==> src/rtl/secuenciador_inciso2_pkg.sv <==
// Shared constants for the truth-table sequencer: FSM states, default width,
// and the bit positions of X..M inside the input vector.
package secuenciador_inciso2_pkg;

  typedef enum logic [1:0] {
    ST_IDLE = 2'd0,
    ST_HOLD = 2'd1,
    ST_DONE = 2'd2
  } estado_t;

  localparam int N_VARS_DEF = 5;

  localparam int POS_X = 4;
  localparam int POS_Y = 3;
  localparam int POS_Z = 2;
  localparam int POS_K = 1;
  localparam int POS_M = 0;

endpackage

==> src/rtl/secuenciador_inciso2_if.sv <==
// Control/result bundle between the sequencer and its bench or board.
// The sequencer owns vars; the external function only returns f_in.
interface secuenciador_inciso2_if #(
  parameter int N_VARS = 5
);
  localparam int TW = 1 << N_VARS;

  logic              start;
  logic              abortar;
  logic              f_in;
  logic [TW-1:0]     esperado;
  logic [N_VARS-1:0] vars;
  logic              busy;
  logic              done;
  logic [TW-1:0]     tabla;
  logic [N_VARS:0]   unos;
  logic              error;
  logic [N_VARS-1:0] fallo_idx;

  modport master (
    output start, abortar, f_in, esperado,
    input  vars, busy, done, tabla, unos, error, fallo_idx
  );

  modport slave (
    input  start, abortar, f_in, esperado,
    output vars, busy, done, tabla, unos, error, fallo_idx
  );
endinterface

==> src/rtl/secuenciador_inciso2_contador.sv <==
// Sweep counters: vector index plus per-vector settle counter.
// muestra marks the sample edge, ultimo flags the final vector.
module contador_barrido #(
  parameter int N_VARS = 5,
  parameter int SETTLE = 1
) (
  input  logic              clk,
  input  logic              reset,
  input  logic              clr_i,
  input  logic              en_i,
  output logic [N_VARS-1:0] idx_o,
  output logic              muestra_o,
  output logic              ultimo_o
);
  localparam int WW = (SETTLE > 1) ? $clog2(SETTLE) : 1;
  localparam logic [WW-1:0]     W_LAST  = WW'(SETTLE - 1);
  localparam logic [WW-1:0]     W_ONE   = WW'(1);
  localparam logic [N_VARS-1:0] IDX_ONE = N_VARS'(1);

  logic [N_VARS-1:0] idx_q, idx_d;
  logic [WW-1:0]     wcnt_q, wcnt_d;

  assign muestra_o = en_i && (wcnt_q == W_LAST);
  assign ultimo_o  = (idx_q == '1);
  assign idx_o     = idx_q;

  // idx saturates at its maximum; the FSM leaves HOLD on that sample edge
  always_comb begin
    idx_d  = idx_q;
    wcnt_d = wcnt_q;
    if (clr_i) begin
      idx_d  = '0;
      wcnt_d = '0;
    end else if (en_i) begin
      if (muestra_o) begin
        wcnt_d = '0;
        if (!ultimo_o) idx_d = idx_q + IDX_ONE;
      end else begin
        wcnt_d = wcnt_q + W_ONE;
      end
    end
  end

  always_ff @(posedge clk) begin
    if (reset) begin
      idx_q  <= '0;
      wcnt_q <= '0;
    end else begin
      idx_q  <= idx_d;
      wcnt_q <= wcnt_d;
    end
  end
endmodule

==> src/rtl/secuenciador_inciso2.sv <==
// Truth-table sequencer for F_Final(X,Y,Z,K,M): sweeps all input vectors,
// captures F into tabla, counts ones and flags the first expected-table miss.
module secuenciador_inciso2
  import secuenciador_inciso2_pkg::*;
#(
  parameter int N_VARS = N_VARS_DEF,
  parameter int SETTLE = 1
) (
  input  logic                    clk,
  input  logic                    reset,
  secuenciador_inciso2_if.slave   bus
);
  localparam int TW = 1 << N_VARS;

  estado_t           state_q, state_d;
  logic [TW-1:0]     tabla_q, tabla_d;
  logic [N_VARS:0]   unos_q, unos_d;
  logic              error_q, error_d;
  logic [N_VARS-1:0] fallo_q, fallo_d;

  logic              clr;
  logic              en;
  logic [N_VARS-1:0] idx;
  logic              muestra;
  logic              ultimo;

  contador_barrido #(
    .N_VARS (N_VARS),
    .SETTLE (SETTLE)
  ) u_contador (
    .clk       (clk),
    .reset     (reset),
    .clr_i     (clr),
    .en_i      (en),
    .idx_o     (idx),
    .muestra_o (muestra),
    .ultimo_o  (ultimo)
  );

  assign en            = (state_q == ST_HOLD);
  assign bus.busy      = (state_q == ST_HOLD);
  assign bus.done      = (state_q == ST_DONE);
  assign bus.vars      = (state_q == ST_HOLD) ? idx : '0;
  assign bus.tabla     = tabla_q;
  assign bus.unos      = unos_q;
  assign bus.error     = error_q;
  assign bus.fallo_idx = fallo_q;

  always_comb begin
    state_d = state_q;
    tabla_d = tabla_q;
    unos_d  = unos_q;
    error_d = error_q;
    fallo_d = fallo_q;
    clr     = 1'b0;
    unique case (state_q)
      ST_IDLE: begin
        if (bus.start && !bus.abortar) begin
          clr     = 1'b1;
          tabla_d = '0;
          unos_d  = '0;
          error_d = 1'b0;
          fallo_d = '1;
          state_d = ST_HOLD;
        end
      end
      ST_HOLD: begin
        // an abort on a sample edge drops that sample; earlier ones stay visible
        if (bus.abortar) begin
          state_d = ST_IDLE;
        end else if (muestra) begin
          tabla_d[idx] = bus.f_in;
          unos_d       = unos_q + {{N_VARS{1'b0}}, bus.f_in};
          if ((bus.f_in != bus.esperado[idx]) && !error_q) begin
            error_d = 1'b1;
            fallo_d = idx;
          end
          if (ultimo) state_d = ST_DONE;
        end
      end
      ST_DONE: state_d = ST_IDLE;
      default: state_d = ST_IDLE;
    endcase
  end

  always_ff @(posedge clk) begin
    if (reset) begin
      state_q <= ST_IDLE;
      tabla_q <= '0;
      unos_q  <= '0;
      error_q <= 1'b0;
      fallo_q <= '1;
    end else begin
      state_q <= state_d;
      tabla_q <= tabla_d;
      unos_q  <= unos_d;
      error_q <= error_d;
      fallo_q <= fallo_d;
    end
  end
endmodule

==> src/flat_wrapper.sv <==
// flat-port wrapper written by rule: the top's interface ports become plain ports
module secuenciador_inciso2_flat import secuenciador_inciso2_pkg::*;
#(
  parameter int N_VARS = N_VARS_DEF,
  parameter int SETTLE = 1
)
  (clk, reset, bus_start, bus_abortar, bus_f_in, bus_esperado, bus_vars, bus_busy, bus_done, bus_tabla, bus_unos, bus_error, bus_fallo_idx);
  secuenciador_inciso2_if #(.N_VARS(N_VARS)) bus_i ();
  input  logic clk;
  input  logic reset;
  input wire logic [$bits(bus_i.start)-1:0] bus_start;
  input wire logic [$bits(bus_i.abortar)-1:0] bus_abortar;
  input wire logic [$bits(bus_i.f_in)-1:0] bus_f_in;
  input wire logic [$bits(bus_i.esperado)-1:0] bus_esperado;
  output wire logic [$bits(bus_i.vars)-1:0] bus_vars;
  output wire logic [$bits(bus_i.busy)-1:0] bus_busy;
  output wire logic [$bits(bus_i.done)-1:0] bus_done;
  output wire logic [$bits(bus_i.tabla)-1:0] bus_tabla;
  output wire logic [$bits(bus_i.unos)-1:0] bus_unos;
  output wire logic [$bits(bus_i.error)-1:0] bus_error;
  output wire logic [$bits(bus_i.fallo_idx)-1:0] bus_fallo_idx;
  assign bus_i.start = bus_start;
  assign bus_i.abortar = bus_abortar;
  assign bus_i.f_in = bus_f_in;
  assign bus_i.esperado = bus_esperado;
  assign bus_vars = bus_i.vars;
  assign bus_busy = bus_i.busy;
  assign bus_done = bus_i.done;
  assign bus_tabla = bus_i.tabla;
  assign bus_unos = bus_i.unos;
  assign bus_error = bus_i.error;
  assign bus_fallo_idx = bus_i.fallo_idx;
  secuenciador_inciso2 #(.N_VARS(N_VARS), .SETTLE(SETTLE)) u_core (.clk(clk), .reset(reset), .bus(bus_i));
endmodule
==> config.mk <==
export PLATFORM = sky130hd
export DESIGN_NAME = secuenciador_inciso2_flat
export DESIGN_NICKNAME = d
export VERILOG_FILES = /design/src/rtl/secuenciador_inciso2_pkg.sv /design/src/rtl/secuenciador_inciso2_if.sv /design/src/rtl/secuenciador_inciso2_contador.sv /design/src/rtl/secuenciador_inciso2.sv /design/src/flat_wrapper.sv
export SDC_FILE = /design/constraint.sdc
export NUM_CORES = 1
export LEC_CHECK = 0
export ABC_AREA = 0
export CORE_AREA = 2 2 85 87
export CTS_BUF_LIST = sky130_fd_sc_hd__clkbuf_4 sky130_fd_sc_hd__clkbuf_8
export CTS_CLUSTER_SIZE = 16
export DETAILED_ROUTE_END_ITERATION = 10
export DIE_AREA = 0 0 87 89
export HOLD_SLACK_MARGIN = 0.15
export PLACE_DENSITY = 0.77
export SLEW_MARGIN = 30
export SYNTH_ARGS = -nofsm -noshare
export SYNTH_HDL_FRONTEND = slang
export SYNTH_SLANG_ARGS = --single-unit
==> constraint.sdc <==
create_clock -name clk -period 2.3 [get_ports clk]
set_clock_uncertainty 0.2 [all_clocks]
set_input_delay 0.46 -clock clk [delete_from_list [all_inputs] [get_ports clk]]
set_output_delay 0.46 -clock clk [all_outputs]
set_load 0.05 [all_outputs]
Word-level counts from Yosys, hierarchy flattened --
Cells that the tools add are included.
Storage, ports and cells: register bits 52, word-level logic and storage cells 69
Operators by class: add/subtract/negate cells 3, order comparisons 2, equal/unequal tests 10, mux-type cells 32, bitwise operators 2, reduce and logical (&&, ||, !) cells 13
Operator list (number):
- $mux 32 | 3
- $pmux 32 s2 | 1
- $bwmux 32 | 1
- $mux 5 | 5
- $mux 6 | 3
- $pmux 6 s2 | 1
- $pmux 5 s2 | 1
- $mux 1 | 9
- $mux 2 | 4
- $add 6x1->6 | 1
- $lt 5x6->1 const B | 1
- $ne 2x1->1 const B | 3
- $ne 3x2->1 const B | 2
- $reduce_and 3->1 | 2
- $add 5x1->5 const B | 1
- $bmux 1 s5 | 1
- $demux 1 s5 | 1
- $eq 5x5->1 const B | 1
- $ge 5x1->1 const B | 1
- $reduce_and 5->1 | 1
- $logic_and 1x1->1 | 4
- $pmux 2 s2 | 1
- $reduce_and 4->1 | 1
- $eq 2x1->1 const B | 1
- 10 further kinds | 12

Logic depth before layout (Yosys ltp) --
Gate-level depths: netlist of the first run.
word-level depth 8, depth in mapped cells 8

By module --
Synthesis of the first run repeated with hierarchy kept, for this count alone.
Second synthesis, totals: cell total of the unflattened synthesis 306, area, all modules 2673.8 µm²
Modules (own cells, without submodules):
- secuenciador_inciso2 | instances 1, cells each 278, area an instance 2386.0 µm², sequential area each 920.9 µm²
- contador_barrido | instances 1, cells each 28, area an instance 287.8 µm², sequential area each 120.1 µm²

Worst setup path before layout of the first run --
No wires, ideal clock.
kind reg2reg, start register u_core.u_contador.idx_q[1] (netlist: u_core.u_contador.idx_o[1]), end register u_core.fallo_q[0] (netlist: u_core.bus.fallo_idx[0]), library setup time 0.087 ns, arrival 2.214 ns, path slack -0.201 ns, cell stages (with the launch flop) 8, path buffers 1, cell sequence dfxtp_1 > buf_6 > mux2_4 > a222oi_1 > nor3b_4 > o21a_1 > mux2_2 > o31ai_1
On the way: longest elaborated chain between the ends 6
Ends and longest elaborated chain:
- start, declared | RTL line secuenciador_inciso2_contador.sv:20 | logic [N_VARS-1:0] idx_q, idx_d;
- start signal, assigned | RTL line secuenciador_inciso2_contador.sv:49 | idx_q <= idx_d;
- $bmux 1 s5 | RTL line secuenciador_inciso2.sv:74 | if ((bus.f_in != bus.esperado[idx]) && !error_q) begin
- $mux 1 (not written as such) | RTL line secuenciador_inciso2.sv:74
- $ne 1x1->1 | RTL line secuenciador_inciso2.sv:74
- $logic_and 1x1->1 | RTL line secuenciador_inciso2.sv:74
- $ne 2x1->1 (no source line)
- $reduce_and 5->1 (no source line)
- end signal, assigned | RTL line secuenciador_inciso2.sv:98 | fallo_q <= fallo_d;
- end, declared | RTL line secuenciador_inciso2.sv:19 | logic [N_VARS-1:0] fallo_q, fallo_d;
Every way passes these cells. The select of a mux whose other input is x is not followed. A chain may end at the register's enable or synchronous reset.

Worst setup path after layout of the first run --
start register u_core.u_contador.idx_q[1] (netlist: u_core.u_contador.idx_o[1]), end register u_core.fallo_q[3] (netlist: u_core.bus.fallo_idx[3])
The elaborated chain is that of the path after synthesis.

==> metrics.txt, run 1 <==
multi-input combinational cell area=0.00187 mm2; post-route DRC violation count=0; post-synthesis to final-layout area growth=56.7%; die footprint=0.00774 mm2; overall via count from detail_route=approximately 3,200; outcome=finished, violations left; dominant cell by count in the synthesized netlist=sky130_fd_sc_hd__dfxtp_1; proportion of layout cells with a drive suffix above 1=0.244; depth of the CTS H-tree=2; headroom to the max-slew limit=0.658; effective utilization at floorplan=0.433; clk root buf=sky130_fd_sc_hd__clkbuf_8; detailed-placement wirelength estimate=6490 um; number of buffers created by CTS=5; Cell Area, Synth=a little under 0.003 mm2; violated checks=setup timing; nets in the synthesized netlist=384; global route overflow=0; Synth top area share=0.358; sequential-to-total area share from yosys stat=0.358; sort of element at the start of the critical path=register; CP Data Arrival Time=2500 ps; global-route total usage across every layer=0.233; RSZ-0062 raised after global routing=true; die span in y=89 um; post-synthesis cell count=340; Warnings, synthesis=0; primary flip-flop cell chosen by synthesis mapping=sky130_fd_sc_hd__dfxtp_1; clk_lat worst skew=300 ps; Util after Layout=0.679; commonest cells in the netlist=52 x sky130_fd_sc_hd__dfxtp_1, 40 x sky130_fd_sc_hd__o211ai_1, 38 x sky130_fd_sc_hd__a21oi_1; async set or reset register ratio after synthesis=0; sinks on the clock net=52; distinct cell type count after synthesis=51; Total Nets Final=511; synthesized flop and latch total=52; ranking of synthesized cells by area=sky130_fd_sc_hd__dfxtp_1 36%, sky130_fd_sc_hd__o211ai_1 10%, sky130_fd_sc_hd__a21oi_1 6.5%; final instance area=0.00456 mm2; Final Non-Filler Cells=547; number of setup violations in the final report=6; Synth area leader=sky130_fd_sc_hd__dfxtp_1; worst hold margin=298 ps; total placed instance area=0.00423 mm2; Final Routed Wirelength=about 9000 um; final total power=1.74 mW; CP max FO=5; Final Hold Viols=0; number of buffers added to fix hold violations after cts=0; path category of the worst min-delay check=reg -> reg; crit path time final=between 2000 and 2500 ps; Worst Setup Slack post-DPL=-583 ps; combined flip-flop and latch cell area=0.00105 mm2; placeable core region=0.00672 mm2; maximum resistive drop on vdd=258 uV; die span in x=~87 um; global-route wire length before repair=14,300 um; worst path setup slack after routing=-151 ps; number of global-route vias before repair=3,019; leak pwr=1.63 nW; remaining antenna violation count=0; first-pass detailed-route iteration total=4; n_diodes=0; Maximum Capacitance Violations=0; First DRT Iteration DRCs=165; Worst-Margin Slew=511 ps; crit path kind=reg -> reg; total of buffers placed on input and output ports=87; number of rows in the core area=30; cell count after placement=530; DR WL/cell=~16 um; Via-to-Cell Ratio=5.76; maximum count of clock buffers along a single path=2; last weighted congestion value of the routability-driven placer=0.923; CP endpoint kind=register; slack of the worst reg-to-reg path=-150 ps; power density relative to cell area=383 mW/mm2; total of fill cells in the finished design=roughly 510; setup total negative slack=-598 ps; number of synthesized flops with an enable pin=0; maximum number of pins on one net before global-route repair=36; Final Cycle Share=1.07; synthesized area per cell=between 8 and 9 um2; number of top-level pins=88; clock-pin slew reported for the worst setup and hold paths after clock tree synthesis=90 ps; pins over their slew limit=0; Fmax=408 MHz; antenna violations before repair=0; endpoint required time on the critical path=2350 ps; clock tree from TritonCTS=built
[sequential cells by signal, summed over array words and instances (netlist names)]
signal,cells
u_core.bus.tabla,32
u_core.bus.unos,6
u_core.bus.fallo_idx,5
u_core.u_contador.idx_o,5
u_core.state_q,2
u_core.bus.error,1
u_core.u_contador.wcnt_q,1
[routing by layer]
layer | vias up | global-route usage | share of wire
li1 | 1511 | - | -
met1 | 1523 | 0.267 | 0.41
met2 | 102 | 0.426 | 0.52
met3 | 16 | 0.0499 | 0.051
met4 | 0 | 0.0838 | 0.018
met5 | - | 0 | 0
[worst paths after layout]
kind / from / end / depth (start not counted)
max: u_core.u_contador.idx_o[1] / u_core.bus.fallo_idx[3] / 8
min: u_core.bus.tabla[13] / u_core.bus.tabla[13] / 2
max reg2reg: u_core.u_contador.idx_o[1] / u_core.bus.fallo_idx[3] / 8
min reg2reg: u_core.bus.tabla[13] / u_core.bus.tabla[13] / 2
[area by class of cell]
| type | count | share of cell area |
|---|---|---|
| Tap cell | 80 | 0.0220 |
| Multi-Input combinational cell | 252 | 0.411 |
| Sequential cell | 52 | 0.230 |
| Inverter | 6 | 0.00494 |
| Clock inverter | 1 | 0.00110 |
| Clock buffer | 6 | 0.0167 |
| Timing Repair Buffer | 150 | 0.314 |
[critical path, cell delays in order, from the launching register on]
cell and delay (ps):
sky130_fd_sc_hd__dfxtp_4 420, sky130_fd_sc_hd__mux2_4 300, sky130_fd_sc_hd__a222oi_1 340, sky130_fd_sc_hd__nor3b_4 320
sky130_fd_sc_hd__buf_4 170, sky130_fd_sc_hd__o2111a_2 310, sky130_fd_sc_hd__buf_4 160, sky130_fd_sc_hd__a2111oi_4 30
sky130_fd_sc_hd__o21ai_1 130
[repair_timing]
action                                  CTS  global route
setup buffers                             6             4
resized for setup                        33             5
pin swaps                                 9             5
endpoints found under the setup margin   10            12
[logic make-up after synthesis]
kind of cell | Yosys count | synth area share
simple gates | 122 | 0.234
compound gates | 98 | 0.231
flops | 52 | 0.358
buf+inv | 36 | 0.0520
mux | 17 | 0.0705
xor+xnor | 8 | 0.0241
fa+ha+maj | 7 | 0.0301
[power by group]
group / internal (mW) / leakage [nW] / switching [mW] / total, mW
registers: 0.904 / 0.422 / 0.00857 / 0.912
logic: 0.160 / 1.17 / 0.166 / 0.326
clock network: 0.220 / 0.0445 / 0.287 / 0.507
[placed cells by master (no fill, tap or decap), types with 3 or more instances in the layout]
cell / instances
sky130_fd_sc_hd__o21ai_1: 5
sky130_fd_sc_hd__nand2b_1: 3
sky130_fd_sc_hd__mux2_4: 5
sky130_fd_sc_hd__and3_1: 5
sky130_fd_sc_hd__nand2_1: 15
sky130_fd_sc_hd__nand3_1: 35
sky130_fd_sc_hd__ha_1: 5
sky130_fd_sc_hd__or2_1: 4
sky130_fd_sc_hd__clkdlybuf4s50_1: 74
sky130_fd_sc_hd__a2111oi_4: 4
sky130_fd_sc_hd__nor3_1: 6
sky130_fd_sc_hd__nand4_1: 4
sky130_fd_sc_hd__clkbuf_8: 5
sky130_fd_sc_hd__dlygate4sd2_1: 6
sky130_fd_sc_hd__a21oi_1: 38
sky130_fd_sc_hd__inv_1: 5
sky130_fd_sc_hd__nor2_1: 21
sky130_fd_sc_hd__dfxtp_1: 49
sky130_fd_sc_hd__o211ai_1: 40
sky130_fd_sc_hd__mux2i_1: 8
sky130_fd_sc_hd__nor3_2: 3
sky130_fd_sc_hd__and2_1: 8
sky130_fd_sc_hd__buf_4: 59
sky130_fd_sc_hd__buf_12: 8
sky130_fd_sc_hd__nand3b_1: 3
sky130_fd_sc_hd__xor2_1: 6
(Power assumes the default switching activity.)
==> run 2, diff against run 1 <==
Settings changed: HOLD_SLACK_MARGIN 0.15 to default.
==> results of run 2 <==
No change in the layout: final DEF, timing and power equal those of run 1.
==> run 3, diff against run 2 <==
Settings changed: CTS_CLUSTER_SIZE 16 to 28.
==> results of run 3 <==
No change in the layout: final DEF, timing and power equal those of run 1.
